**src/rtl/regfile_np_pkg.sv**
```systemverilog
// regfile_np_pkg: shared definitions for the parametrised register file.
// Holds the clear-FSM state encoding and the default geometry constants.
package regfile_np_pkg;

   localparam int DEF_WIDTH = 16;
   localparam int DEF_DEPTH = 8;

   typedef enum logic {
      ST_IDLE  = 1'b0,
      ST_CLEAR = 1'b1
   } state_e;

endpackage

```
**src/rtl/regfile_np_if.sv**
```systemverilog
// regfile_np_if: bus between decoder/function unit (master) and the register file (slave).
//   AA, BA   read addresses for ports A and B
//   DA, DD   write address and data, RW write enable
//   CLR      bulk-clear request
//   AD, BD   registered read data, BUSY high during a bulk clear
interface regfile_np_if
   import regfile_np_pkg::*;
#(
   parameter int WIDTH = DEF_WIDTH,
   parameter int DEPTH = DEF_DEPTH
);
   localparam int AW = $clog2(DEPTH);

   logic [AW-1:0]    AA;
   logic [AW-1:0]    BA;
   logic [AW-1:0]    DA;
   logic [WIDTH-1:0] DD;
   logic             RW;
   logic             CLR;
   logic [WIDTH-1:0] AD;
   logic [WIDTH-1:0] BD;
   logic             BUSY;

   modport master (
      output AA, BA, DA, DD, RW, CLR,
      input  AD, BD, BUSY
   );

   modport slave (
      input  AA, BA, DA, DD, RW, CLR,
      output AD, BD, BUSY
   );

endinterface

```
**src/rtl/regfile_np_rdport.sv**
```systemverilog
// regfile_np_rdport: one registered read port of the register file.
//   clk_i, rst_n_i   clock and async active-low reset
//   addr_i           read address, sampled on the edge
//   byp_en_i         a write is really committed this edge (already excludes dropped writes)
//   byp_addr_i/data  write address/data used for write-through bypass
//   mem_i            current array contents
//   clr_i            force the read data to zero (bulk clear in progress)
//   rdata_o          registered read data
module regfile_np_rdport
   import regfile_np_pkg::*;
#(
   parameter int WIDTH   = DEF_WIDTH,
   parameter int DEPTH   = DEF_DEPTH,
   parameter bit ZERO_R0 = 1'b0
) (
   input  logic                     clk_i,
   input  logic                     rst_n_i,
   input  logic [$clog2(DEPTH)-1:0] addr_i,
   input  logic                     byp_en_i,
   input  logic [$clog2(DEPTH)-1:0] byp_addr_i,
   input  logic [WIDTH-1:0]         byp_data_i,
   input  logic [WIDTH-1:0]         mem_i [DEPTH],
   input  logic                     clr_i,
   output logic [WIDTH-1:0]         rdata_o
);

   logic [WIDTH-1:0] rdata_d;
   logic [WIDTH-1:0] rdata_q;

   always_comb begin
      rdata_d = mem_i[addr_i];
      if (clr_i) begin
         rdata_d = '0;
      end else if (byp_en_i && (byp_addr_i == addr_i)) begin
         rdata_d = byp_data_i;
      end else if (ZERO_R0 && (addr_i == '0)) begin
         rdata_d = '0;
      end
   end

   always_ff @(posedge clk_i or negedge rst_n_i) begin
      if (!rst_n_i) begin
         rdata_q <= '0;
      end else begin
         rdata_q <= rdata_d;
      end
   end

   assign rdata_o = rdata_q;

endmodule

```
**src/rtl/regfile_np.sv**
```systemverilog
// regfile_np: parametrised 2-read/1-write register file with optional zero R0,
// write-through bypass and a sequenced bulk clear.
//   CLK      single clock, rising edge
//   RESET_N  asynchronous active-low reset
//   rf       slave side of regfile_np_if (addresses, write data, CLR, AD/BD, BUSY)
//
// state    | meaning
// ---------+----------------------------------------------------------
// ST_IDLE  | normal reads/writes, CLR starts a clear
// ST_CLEAR | one register zeroed per edge, RW/CLR ignored, AD/BD = 0
module regfile_np
   import regfile_np_pkg::*;
#(
   parameter int WIDTH   = DEF_WIDTH,
   parameter int DEPTH   = DEF_DEPTH,
   parameter bit ZERO_R0 = 1'b0
) (
   input logic         CLK,
   input logic         RESET_N,
   regfile_np_if.slave rf
);

   localparam int AW = $clog2(DEPTH);

   state_e           state_q;
   logic [AW-1:0]    cnt_q;
   logic [WIDTH-1:0] mem_q [DEPTH];
   logic             wr_en;
   logic             busy;

   // CLR has priority over RW; a dropped write must also suppress the bypass.
   assign wr_en = (state_q == ST_IDLE) && !rf.CLR && rf.RW &&
                  !(ZERO_R0 && (rf.DA == '0));

   assign busy    = (state_q == ST_CLEAR);
   assign rf.BUSY = busy;

   always_ff @(posedge CLK or negedge RESET_N) begin
      if (!RESET_N) begin
         state_q <= ST_IDLE;
         cnt_q   <= '0;
         for (int i = 0; i < DEPTH; i++) begin
            mem_q[i] <= '0;
         end
      end else begin
         case (state_q)
            ST_IDLE: begin
               if (rf.CLR) begin
                  state_q <= ST_CLEAR;
                  cnt_q   <= '0;
               end else if (wr_en) begin
                  mem_q[rf.DA] <= rf.DD;
               end
            end
            ST_CLEAR: begin
               mem_q[cnt_q] <= '0;
               cnt_q        <= cnt_q + 1'b1;
               if (cnt_q == AW'(DEPTH - 1)) begin
                  state_q <= ST_IDLE;
               end
            end
            default: begin
               state_q <= ST_IDLE;
            end
         endcase
      end
   end

   regfile_np_rdport #(
      .WIDTH   (WIDTH),
      .DEPTH   (DEPTH),
      .ZERO_R0 (ZERO_R0)
   ) u_rd_a (
      .clk_i      (CLK),
      .rst_n_i    (RESET_N),
      .addr_i     (rf.AA),
      .byp_en_i   (wr_en),
      .byp_addr_i (rf.DA),
      .byp_data_i (rf.DD),
      .mem_i      (mem_q),
      .clr_i      (busy),
      .rdata_o    (rf.AD)
   );

   regfile_np_rdport #(
      .WIDTH   (WIDTH),
      .DEPTH   (DEPTH),
      .ZERO_R0 (ZERO_R0)
   ) u_rd_b (
      .clk_i      (CLK),
      .rst_n_i    (RESET_N),
      .addr_i     (rf.BA),
      .byp_en_i   (wr_en),
      .byp_addr_i (rf.DA),
      .byp_data_i (rf.DD),
      .mem_i      (mem_q),
      .clr_i      (busy),
      .rdata_o    (rf.BD)
   );

endmodule

```
**src/flat_wrapper.sv**
```systemverilog
// flat-port wrapper written by rule: the top's interface ports become plain ports
module regfile_np_flat import regfile_np_pkg::*;
#(
   parameter int WIDTH   = DEF_WIDTH,
   parameter int DEPTH   = DEF_DEPTH,
   parameter bit ZERO_R0 = 1'b0
)
  (CLK, RESET_N, rf_AA, rf_BA, rf_DA, rf_DD, rf_RW, rf_CLR, rf_AD, rf_BD, rf_BUSY);
  regfile_np_if #(.WIDTH(WIDTH), .DEPTH(DEPTH)) rf_i ();
  input logic CLK;
  input logic RESET_N;
  input wire logic [$bits(rf_i.AA)-1:0] rf_AA;
  input wire logic [$bits(rf_i.BA)-1:0] rf_BA;
  input wire logic [$bits(rf_i.DA)-1:0] rf_DA;
  input wire logic [$bits(rf_i.DD)-1:0] rf_DD;
  input wire logic [$bits(rf_i.RW)-1:0] rf_RW;
  input wire logic [$bits(rf_i.CLR)-1:0] rf_CLR;
  output wire logic [$bits(rf_i.AD)-1:0] rf_AD;
  output wire logic [$bits(rf_i.BD)-1:0] rf_BD;
  output wire logic [$bits(rf_i.BUSY)-1:0] rf_BUSY;
  assign rf_i.AA = rf_AA;
  assign rf_i.BA = rf_BA;
  assign rf_i.DA = rf_DA;
  assign rf_i.DD = rf_DD;
  assign rf_i.RW = rf_RW;
  assign rf_i.CLR = rf_CLR;
  assign rf_AD = rf_i.AD;
  assign rf_BD = rf_i.BD;
  assign rf_BUSY = rf_i.BUSY;
  regfile_np #(.WIDTH(WIDTH), .DEPTH(DEPTH), .ZERO_R0(ZERO_R0)) u_core (.CLK(CLK), .RESET_N(RESET_N), .rf(rf_i));
endmodule
```
**config.mk**
```make
export PLATFORM = sky130hd
export DESIGN_NAME = regfile_np_flat
export DESIGN_NICKNAME = d
export VERILOG_FILES = /design/src/rtl/regfile_np_pkg.sv /design/src/rtl/regfile_np_if.sv /design/src/rtl/regfile_np_rdport.sv /design/src/rtl/regfile_np.sv /design/src/flat_wrapper.sv
export SDC_FILE = /design/constraint.sdc
export NUM_CORES = 1
export LEC_CHECK = 0
export BUFFER_PORTS_ARGS = -buffer_cell sky130_fd_sc_hd__buf_2
export CAP_MARGIN = 30
export CORE_UTILIZATION = 55
export CTS_CLUSTER_SIZE = 14
export DETAILED_ROUTE_END_ITERATION = 8
export PLACE_DENSITY_LB_ADDON = 0.2
export SYNTH_ARGS = -nofsm -noshare
export SYNTH_HDL_FRONTEND = slang
export SYNTH_SLANG_ARGS = --single-unit
```
**constraint.sdc**
```tcl
create_clock -name CLK -period 5.5 [get_ports CLK]
set_clock_uncertainty 0.05 [all_clocks]
set_input_delay 0.55 -clock CLK [delete_from_list [all_inputs] [get_ports CLK]]
set_output_delay 0.55 -clock CLK [all_outputs]
set_load 0.05 [all_outputs]
```
# After elaboration in Yosys (flattened, before gate mapping)
# Cells that the tools add are included.
# op_classes
bitwise_logic	7
n_mux	23
n_reduce_logical	8
magnitude_cmp	6
n_eq_ne	6
n_addsub	1
# ops
cell	n
two-way mux 128 bit	2
one-hot mux 128 bit (2 select lines)	1
two-way mux 16 bit	10
AND 128 bit	1
bitwise mux 128 bit	1
NOT 128 bit	1
binary-select mux 16 bit (select 3 bit)	2
demux 16 bit (select 3 bit)	2
greater-or-equal comparator 4 bit (second input constant)	4
NOT 3 -> 4 bit	4
less-than comparator 4 x 1 -> 1 bit (second input constant)	2
equality test 3 bit	2
logical AND 1 bit	6
inequality test 2 bit (second input constant)	3
one-hot mux 3 bit (2 select lines)	1
adder 3 x 1 -> 3 bit (second input constant)	1
equality test 3 bit (second input constant)	1
two-way mux 3 bit	1
two-way mux 1 bit	2
one-hot mux 1 bit (2 select lines)	1
AND reduction 2 bit	1
logical NOT 1 bit	1
NOT 1 bit	1
# word_totals
wordCells	63
input_bits	29
register_bits	164
out_inout_bits	33

# Longest topological paths before layout
# logic_depth
word_depth	9
depth_mapped	7

# Hierarchy
# Synthesis repeated with hierarchy kept, for this count alone.
# unflattened
hier_cells	759
hier_area_um2	8919.8
# by_module_without_submodules
mod	area_per_inst_um2	cells_per_inst	instances	seq_area_each_um2
regfile_np	5599.1	459	1	3303.2
regfile_np_rdport	1660.3	150	2	400.4

# Least setup slack after synthesis
# Ideal clock, no wire load.
# synth_path
kind	flip-flop to flip-flop
from	register u_core.state_q, in the netlist u_core.rf.BUSY
to	register u_core.mem_q[117] (netlist bit)
setup_slack_ns	3.232
stages_incl_launch_ff	8
arrival_time_ns	2.097
path_buffers	3
required_time_ns	5.329
setup_ns	0.121
path_cell_list	dfrtp_1 > buf_6 > or4b_1 > buf_4 > nor3_4 > a21oi_2 > buf_6 > a22o_1
# synth_via
elab_chain_cells	5
elab_cells_between_ends	7
# synth_rtl
item	line_no	text
start, declared	regfile_np.sv:25	state_e state_q;
start signal, assigned	regfile_np.sv:40	state_q <= ST_IDLE;
start signal, assigned	regfile_np.sv:49	state_q <= ST_CLEAR;
start signal, assigned	regfile_np.sv:59	state_q <= ST_IDLE;
NOT 1 bit	--	
logical AND 1 bit (2 in a row)	regfile_np.sv:32	assign wr_en = (state_q == ST_IDLE) && !rf.CLR && rf.RW &&
inequality test 2 bit (no source line)	--	
AND reduction 2 bit (no source line)	--	
end signal, assigned by index	regfile_np.sv:52	mem_q[rf.DA] <= rf.DD;
end, declared	regfile_np.sv:27	logic [WIDTH-1:0] mem_q [DEPTH];
# Several ways; a longest one is shown, not always the timed one.
# A chain may end at the register's enable or synchronous reset.

# Final worst setup path
# layout_path
from	register u_core.state_q, in the netlist u_core.rf.BUSY
to	register u_core.u_rd_a.rdata_q[14], in the netlist u_core.u_rd_a.rdata_o[14]
# layout_via
elab_chain_cells	6
# layout_rtl
item	line_no	text
NOT 1 bit	--	
logical AND 1 bit (2 in a row)	regfile_np.sv:32	
logical AND 1 bit	regfile_np_rdport.sv:34	end else if (byp_en_i && (byp_addr_i == addr_i)) begin
two-way mux 16 bit	regfile_np_rdport.sv:34	
two-way mux 16 bit *	regfile_np_rdport.sv:32	if (clr_i) begin
named net u_core.u_rd_a.rdata_d[14]	regfile_np_rdport.sv:27	logic [WIDTH-1:0] rdata_d;
end signal, assigned	regfile_np_rdport.sv:45	rdata_q <= rdata_d;
end, declared	regfile_np_rdport.sv:28	logic [WIDTH-1:0] rdata_q;
# Mark *: on every way through the listed nets, which the timed path passes. The rest lies on a longest branch.

==> flow_summary.ini <==
[outcome]
status = complete, no violations

[finish]
drive_above_1_share_pct = 22.6
area_growth_pct = 11.6
mostFrequentLayoutCells = 164 x dfrtp_1, 128 x a22o_1, 62 x mux2i_1, 60 x buf_2, 37 x nor2_1
fillers = 1072
final_common_cell = dfrtp_1
num_antenna_cells = 0
fin_area_um2 = 8930
fin_nets = 690

[route]
antenna_left = 0
dr.first_iter.drc_count = 723
wl_met2_um = 10600
routedWlPerCell_um = 26.8
drc = 0
wl_um = 22800
wl_met3_um = 2140
wl_met1_um = 9350
first_pass_iters = 5
routed_via_density = 7.11
top_layer = met4
vias = 6057

[die]
core_um2 = 14000
dieArea_um2 = 15000
die_h_um = 123
top_level_ports = 62
start_util_pct = 57.0
rows = 43
die_w_um = 123

[synthesis]
synth_seq_cells = 164
ys_warn_count = 0
synth_cell_types = 35
synth_area_per_cell_um2 = 12.6
synthCells = 634
yosysSeqAreaShare_pct = 51.2
syn_area_um2 = 8010
synthesis.nets = 665

[sta]
slew_violations = 0
hold_viol_final = 0
timing.setup.tns_ns = 0
fin_ws_ns = 2.74
whs_ns = 0.00920
slew_headroom_pct = 35.2
fin_crit_ns = 2.76
fmax_mhz = 363
rsz0062_at_grt = no
period_share_pct = 50.1
finalSetupViolations = 0
tightest_slew_ns = 0.968

[critical_path]
reg2reg_depth = 4
r2r_start = u_core.rf.BUSY
setup.worst_path.start = u_core.rf.BUSY
worstPathRequired_ns = 5.73
critPathKind = reg -> reg
r2r_slack_ns = 2.74
r2r-end = u_core.u_rd_a.rdata_o[14]
worstSetupEndpointType = flip-flop
critPathCapture = u_core.u_rd_a.rdata_o[14]
critPathArrivalTime_ns = 2.99
start_kind = flip-flop
crit_path_max_fanout = 46

[clocking]
cts_setup_buffers = 0
path_clk_slew_ns = 0.07
cts-root-buf = clkbuf_16
ctsResizeCount = 0
cts_inserted_buffers = 17
ctsHoldBuffers = 0
htree_levels = 4
cts_tree = built
clock_latency_ns = 0.43
cts_buffer_depth = 2
clock-sinks = 164

[run]
maxCapViolCount = 0

[grt]
grt.overflow.total = 0
grt_antenna_before_repair = 0
grt_pass1_vias = 6074
grt_usage_pct = 32.5
grt_max_degree = 111
grt_first_pass_wirelength_um = 35700

[placement]
portBuffers = 61
dp_hpwl_um = 14200
place_ws_ns = 2.64
globalplace.congestion = 0.902
post_dp_cell_area_um2 = 8350

[hold_path]
hold_class = in -> async

[power_and_ir_drop]
ir_worst_vdd_mv = 0.244
powerDensity_nw_per_um2 = 377
leakage_uw = 0.00415
-- how the worst min path moves through the flow --
| stage | from | endpoint |
|---|---|---|
| after floorplan | RESET_N | u_core.cnt_q[0] |
| after global placement | u_core.mem_q[99] | u_core.mem_q[99] |
| after detailed placement | u_core.mem_q[44] | u_core.mem_q[44] |
| after CTS | RESET_N | u_core.u_rd_a.rdata_o[15] |
| after global routing | RESET_N | u_core.u_rd_b.rdata_o[1] |
| final | RESET_N | u_core.u_rd_b.rdata_o[1] |
-- routing by layer --
layer  global-route usage, %  vias to the layer above
li1                        -                     2527
met4                    14.6                        0
met3                    8.41                       59
met1                    44.9                     3120
met5                       0                        -
met2                    48.6                      351
-- layout make-up --
cell class / count / area [µm²] / area share [%]
flip-flops and latches: 164 / 4100 / 45.9
multi-input cells: 399 / 3590 / 40.2
repair buffers: 77 / 455 / 5.10
clock buffers: 17 / 425 / 4.76
well taps: 180 / 225 / 2.52
clock inverters: 15 / 134 / 1.50
-- synthesized netlist by cell type, drive strengths merged --
cell type	number	area, µm²
xnor2	6	52.6
nand2	3	11.3
a21oi	4	23.8
clkbuf	25	93.8
or4b	1	10.0
nor3b	1	7.51
a211oi	32	240
nor2b	2	12.5
a21o	1	7.51
buf	46	224
nand2b	6	37.5
nand4	2	12.5
mux2i	62	621
a41oi	1	8.76
o21ai	2	10.0
a22o	128	1120
and2b	1	7.51
mux4	34	766
ha	2	25.0
o22ai	30	188
or2	2	12.5
nor3	32	176
nor2	40	181
nand4bb	1	11.3
a31oi	4	25.0
and4	2	17.5
dfrtp	164	4100
-- cells by family after synthesis --
group           after synthesis  share of synthesized area (%)
compound gates              202                           20.3
flops                       164                           51.3
mux                          96                           17.3
simple gates                 93                           6.22
buf+inv                      71                           3.97
xor+xnor                      6                          0.656
fa+ha+maj                     2                          0.312
-- flip-flops by register name, indices dropped and copies added (netlist names) --
| signal | cells |
|---|---|
| u_core.cnt_q | 3 |
| u_core.mem_q | 128 |
| u_core.rf.BUSY | 1 |
| u_core.u_rd_a.rdata_o | 16 |
| u_core.u_rd_b.rdata_o | 16 |
-- worst max-delay path, stage by stage, from the launching register on --
cell and delay, ns:
dfrtp_1 0.38, buf_4 0.31, nor3b_1 0.49, nand4_1 0.73, a211oi_1 0.64
-- metrics by stage --
stage / std cells / total power, µW / util [%]
CTS: 851 / 3360 / 63.4
global placement: 818 / 2190 / 59.3
global route: 852 / 3490 / 63.6
detailed placement: 819 / 2230 / 59.4
floorplan: 634 / 1980 / -
finish: 852 / 3370 / 63.6
-- power breakdown --
group	total [µW]	internal, µW	switching [µW]
clock	1130	624	510
combinational	755	290	464
sequential	1480	1350	130
Power figures use the tool's default switching activity.
